--- src/rtl/incubator_pkg.sv ---
// Shared types and constants for the incubator control blocks.
package incubator_pkg;

    localparam int T_W         = 8;
    localparam int T_RESET_DEF = 25;

    typedef enum logic [1:0] {
        IDLE,
        REQ,
        NEXT,
        AVG
    } seq_state_t;

    // Ceiling log2; used for counter and index widths.
    function automatic int clog2(input int value);
        int r;
        r = 0;
        while ((1 << r) < value) r++;
        return r;
    endfunction

endpackage

--- src/rtl/incubator_tick_gen.sv ---
// Free-running period timer; emits a single-cycle tick at terminal count while enabled.
module incubator_tick_gen
    import incubator_pkg::*;
#(
    parameter int PERIOD = 1000
) (
    input  logic clk,
    input  logic rst,
    input  logic enable,
    output logic tick
);

    localparam int              CNT_W = clog2(PERIOD);
    localparam logic [CNT_W-1:0] LAST = CNT_W'(PERIOD - 1);

    logic [CNT_W-1:0] cnt;

    assign tick = enable && (cnt == LAST);

    always_ff @(posedge clk or negedge rst) begin
        if (!rst) begin
            cnt <= '0;
        end else if (!enable || tick) begin
            cnt <= '0;
        end else begin
            cnt <= cnt + 1'b1;
        end
    end

endmodule

--- src/rtl/incubator_sensor_sequencer.sv ---
// Scans the temperature probes through one shared ADC, averages them and publishes t_avg.
//   state | meaning
//   IDLE  | waiting for a period tick
//   REQ   | adc_req high for probe ch, waiting for ack or timeout
//   NEXT  | adc_req low for one cycle; advance probe or finish
//   AVG   | t_avg freshly loaded, t_valid high
module incubator_sensor_sequencer
    import incubator_pkg::*;
#(
    parameter int NUM_SENSORS   = 4,
    parameter int SAMPLE_PERIOD = 1000,
    parameter int TIMEOUT       = 64,
    parameter int T_RESET       = T_RESET_DEF
) (
    input  logic                          clk,
    input  logic                          rst,
    input  logic                          enable,
    output logic                          adc_req,
    output logic [clog2(NUM_SENSORS)-1:0] adc_sel,
    input  logic                          adc_ack,
    input  logic [T_W-1:0]                adc_data,
    output logic [T_W-1:0]                t_avg,
    output logic                          t_valid,
    output logic [NUM_SENSORS-1:0]        sensor_fault,
    input  logic                          fault_clr,
    output logic                          overrun
);

    localparam int                SEL_W     = clog2(NUM_SENSORS);
    localparam int                ACC_W     = T_W + SEL_W;
    localparam int                WAIT_W    = clog2(TIMEOUT + 1);
    localparam logic [SEL_W-1:0]  LAST_CH   = SEL_W'(NUM_SENSORS - 1);
    localparam logic [WAIT_W-1:0] WAIT_LAST = WAIT_W'(TIMEOUT - 1);

    seq_state_t              state, state_nxt;
    logic [SEL_W-1:0]        ch, ch_nxt;
    logic [WAIT_W-1:0]       wait_cnt, wait_nxt;
    logic signed [ACC_W-1:0] acc, acc_nxt;
    logic signed [ACC_W-1:0] data_ext, held_ext, avg_full;
    logic [T_W-1:0]          t_avg_nxt;
    logic                    t_valid_nxt;
    logic [NUM_SENSORS-1:0]  fault_set;
    logic                    overrun_set;
    logic                    tick;

    incubator_tick_gen #(
        .PERIOD (SAMPLE_PERIOD)
    ) u_tick (
        .clk    (clk),
        .rst    (rst),
        .enable (enable),
        .tick   (tick)
    );

    assign adc_sel = ch;

    // A faulted probe contributes the currently published value instead of a sample.
    assign data_ext = {{SEL_W{adc_data[T_W-1]}}, adc_data};
    assign held_ext = {{SEL_W{t_avg[T_W-1]}}, t_avg};
    assign avg_full = acc >>> SEL_W;

    always_comb begin
        state_nxt   = state;
        ch_nxt      = ch;
        wait_nxt    = wait_cnt;
        acc_nxt     = acc;
        t_avg_nxt   = t_avg;
        t_valid_nxt = 1'b0;
        fault_set   = '0;
        adc_req     = 1'b0;
        overrun_set = tick && (state != IDLE);

        case (state)
            IDLE: begin
                if (tick) begin
                    state_nxt = REQ;
                    ch_nxt    = '0;
                    acc_nxt   = '0;
                    wait_nxt  = '0;
                end
            end
            REQ: begin
                adc_req = 1'b1;
                if (adc_ack) begin
                    acc_nxt   = acc + data_ext;
                    state_nxt = NEXT;
                end else if (wait_cnt == WAIT_LAST) begin
                    fault_set[ch] = 1'b1;
                    acc_nxt       = acc + held_ext;
                    state_nxt     = NEXT;
                end else begin
                    wait_nxt = wait_cnt + 1'b1;
                end
            end
            NEXT: begin
                // Load t_avg on the way into AVG so it is already new while t_valid is high.
                if (ch == LAST_CH) begin
                    t_avg_nxt   = avg_full[T_W-1:0];
                    t_valid_nxt = 1'b1;
                    state_nxt   = AVG;
                end else begin
                    ch_nxt    = ch + 1'b1;
                    wait_nxt  = '0;
                    state_nxt = REQ;
                end
            end
            AVG: begin
                ch_nxt    = '0;
                state_nxt = IDLE;
            end
            default: begin
                state_nxt = IDLE;
            end
        endcase
    end

    always_ff @(posedge clk or negedge rst) begin
        if (!rst) begin
            state        <= IDLE;
            ch           <= '0;
            wait_cnt     <= '0;
            acc          <= '0;
            t_avg        <= T_W'(T_RESET);
            t_valid      <= 1'b0;
            sensor_fault <= '0;
            overrun      <= 1'b0;
        end else begin
            state        <= state_nxt;
            ch           <= ch_nxt;
            wait_cnt     <= wait_nxt;
            acc          <= acc_nxt;
            t_avg        <= t_avg_nxt;
            t_valid      <= t_valid_nxt;
            // New faults or overruns take priority over a clear in the same cycle.
            sensor_fault <= (fault_clr ? '0 : sensor_fault) | fault_set;
            overrun      <= (overrun && !fault_clr) || overrun_set;
        end
    end

endmodule

--- config.mk ---
export PLATFORM = sky130hd
export DESIGN_NAME = incubator_sensor_sequencer
export DESIGN_NICKNAME = d
export VERILOG_FILES = /design/src/rtl/incubator_pkg.sv /design/src/rtl/incubator_tick_gen.sv /design/src/rtl/incubator_sensor_sequencer.sv
export SDC_FILE = /design/constraint.sdc
export NUM_CORES = 1
export LEC_CHECK = 0
export CAP_MARGIN = 20
export CORE_MARGIN = 8
export CORE_UTILIZATION = 33
export DETAILED_ROUTE_END_ITERATION = 6
export PLACE_DENSITY = 0.55
export SLEW_MARGIN = 20
export SYNTH_ARGS = -nofsm -noshare
export SYNTH_HDL_FRONTEND = slang
export SYNTH_SLANG_ARGS = --single-unit
--- constraint.sdc ---
create_clock -name clk -period 3.3 [get_ports clk]
set_input_delay 0.33 -clock clk [delete_from_list [all_inputs] [get_ports clk]]
set_output_delay 0.33 -clock clk [all_outputs]
set_load 0.005 [all_outputs]
==> results.json <==
{
  "synthArstFlopShare_pct": 100,
  "die_area_um2": 10600,
  "setup-violations-final": 0,
  "slew_headroom_pct": 61.0,
  "p_leak_nw": 1.38,
  "endpoint_kind": "register",
  "met2WireLength_um": 2350,
  "wire_per_inst_um": 13.7,
  "crit_fanout": 7,
  "routed_via_density": 4.80,
  "row_count": 31,
  "skew_ns": 0.00240,
  "firstDrtPassIters": 4,
  "top_layer": "met4",
  "yosysSeqAreaShare_pct": 45.2,
  "postSynthAreaPerCell_um2": 10.0,
  "nNetsFinal": 313,
  "crit_family": "compound AO/OA/AOI/OAI gates",
  "final_cell_mix": "dfrtp_1 (42), clkdlybuf4s50_1 (28), nand2_1 (25), o21ai_0 (23), nor2_1 (18)",
  "numClockSinks": 45,
  "hold_ws_ns": 0.0291,
  "die-width_um": 103,
  "design.core.area_um2": 7290,
  "worst_path_max_delay_cell": "clkdlybuf4s50_1",
  "syn-instance-count": 250,
  "drt_iter0_markers": 60,
  "critical_path_buf_inv_count": 2,
  "worstHoldPathType": "in -> async",
  "io_buffers": 29,
  "ys_seq_elements": 45,
  "io_pins": 30,
  "status": "completed",
  "fmax_mhz": 358,
  "clk_pin_slew_ns": 0.08,
  "ir_drop_mv": 0.196,
  "max_stage_delay_ns": 0.58,
  "grt_start_max_net_pins": 46,
  "yosysUniqueCellTypes": 45,
  "cts_tree": "done",
  "yosysWarnings": 0,
  "drive_gt1_share_pct": 11.9,
  "grt_pass1_vias": 1941,
  "routed_wl_um": 5260,
  "worstSetupStartpointType": "input port",
  "hold_buffers": 0,
  "post-route-period-util_pct": 84.6,
  "drc_errors": 0,
  "antennaDiodeCount": 0,
  "area_delta_synth_final_pct": 19.3,
  "crit_required_ns": 3.49,
  "layout_commonest_cell": "dfrtp_1",
  "antenna_found_initial": 0,
  "clk_latency_ns": 0.29,
  "cp_data_arrival_time_ns": 2.98,
  "crit_top_cell": "a21oi_1",
  "synth_area_um2": 2500,
  "cts_max_path_buffers": 2,
  "wl_met1_um": 2600,
  "syn_nets": 279,
  "post-cts-setup-buffers": 0,
  "dieHeight_um": 103,
  "fin_crit_ns": 2.79,
  "cts_resized": 0,
  "synth_ff_type": "dfrtp_1",
  "grt_pass1_wl_um": 9360,
  "synth_edf_count": 0,
  "rsz0062_at_grt": "no",
  "cp_cell_sequence": "clkdlybuf4s50_1 -> buf_4 -> mux2_2 -> ha_1 -> a21o_1 -> a21oi_1 -> a21oi_1 -> o31a_1 -> o21ai_0 -> a21bo_2",
  "root_buffer": "clkbuf_8",
  "powerDensity_nw_per_um2": 616,
  "maxCapViolCount": 0,
  "met3WireLength_um": 234,
  "worst_slew_pin_slew_ns": 0.585,
  "grt-ovfl-total": 0,
  "setup_tns_ns": 0,
  "place_congestion": 0.781,
  "hold_viol_final": 0,
  "dpl.hpwl_um": 3940,
  "worst-setup-path-type": "in -> reg",
  "htree_levels": 2,
  "reg2reg_slack_ns": 0.68,
  "start_util_pct": 34.3,
  "grt_usage_pct": 11.2,
  "postRouteAntennaNets": 0,
  "cts_buffers": 5,
  "finalMaxSlewViolations": 0,
  "vias": 1844
}
==> power breakdown <==
part,switching (mW),internal [mW],leakage (nW)
clock,0.184,0.147,0.0450
sequential,0.115,0.677,0.600
combinational,0.352,0.362,0.737
total,0.652,1.19,1.38
==> through the flow <==
stage               power, mW  worst slack, ns  area, um^2  instances  utilization (%)
floorplan                1.29            0.851        2500        250                -
global placement         1.53            0.287        2900        376             39.8
detailed placement       1.53            0.201        2900        376             39.8
CTS                      1.88            0.518        2980        384             40.9
global route             2.02            0.287        2990        384             40.9
finish                   1.84            0.509        2990        384             40.9
==> per-layer routing <==
layer	up-vias	GRT usage (%)
li1	949	-
met1	862	14.9
met2	27	17.3
met3	6	2.77
met4	0	3.67
met5	-	0
==> logic make-up after synthesis <==
family	Yosys count	share of synthesized area (%)
xor+xnor	12	4.20
fa+ha+maj	16	8.30
simple gates	87	18.0
mux	17	7.55
compound gates	52	13.1
flops	45	45.2
buf+inv	21	3.60
==> worst reg2reg max path: cells and delay by family (launching register included) <==
| family | cells | cell delay (ns) |
|---|---|---|
| adders and majority gates | 2 | 0.54 |
| DFF | 1 | 0.56 |
| and+or+nand+nor | 2 | 0.32 |
| buffers and inverters | 1 | 0.06 |
| AOI/OAI and AO/OA | 4 | 0.88 |
| muxes | 1 | 0.16 |
==> state kept, by name, summed over array words and instances, names as in the netlist <==
| name | cells |
|---|---|
| t_valid | 1 |
| adc_sel | 2 |
| u_tick.cnt | 10 |
| acc | 10 |
| wait_cnt | 7 |
| state | 2 |
| overrun | 1 |
| t_avg | 8 |
| sensor_fault | 4 |
==> worst paths after layout <==
check / start / end / cells past startpoint
max in group asynchronous: rst / acc[8] / 1
worst max-delay path: adc_ack / acc[9] / 10
min in group clk: u_tick.cnt[0] / u_tick.cnt[0] / 1
worst min register to register: u_tick.cnt[0] / u_tick.cnt[0] / 1
worst min-delay path: rst / sensor_fault[2] / 1
worst max register to register: t_avg[0] / acc[8] / 10
==> cells in the mapped netlist, types with 3 or more instances <==
master / instances / area [um^2]
dfrtp_1: 42 / 1050
buf_2: 3 / 15.0
inv_1: 17 / 63.8
and3_1: 4 / 25.0
a31oi_1: 4 / 25.0
nor2b_1: 4 / 25.0
nor2_1: 18 / 67.6
nand3_1: 11 / 55.1
a21oi_1: 7 / 35.0
mux2_2: 15 / 169
a22o_1: 3 / 26.3
o21a_1: 3 / 22.5
ha_1: 15 / 188
o21ai_0: 23 / 115
nand2_1: 25 / 93.8
dfstp_2: 3 / 78.8
or3_1: 3 / 18.8
xnor2_1: 8 / 70.1
nor3_1: 6 / 30.0
xor2_1: 4 / 35.0
==> final cells by class <==
type,count,area (um^2)
clock buffer,6,72.6
clock inverter,2,10.0
fill,766,4310
inverter,17,63.8
multi-input combinational,184,1280
sequential,45,1130
tap,99,124
timing repair buffer,31,303
Note: power is estimated with default switching activity, not from simulation.
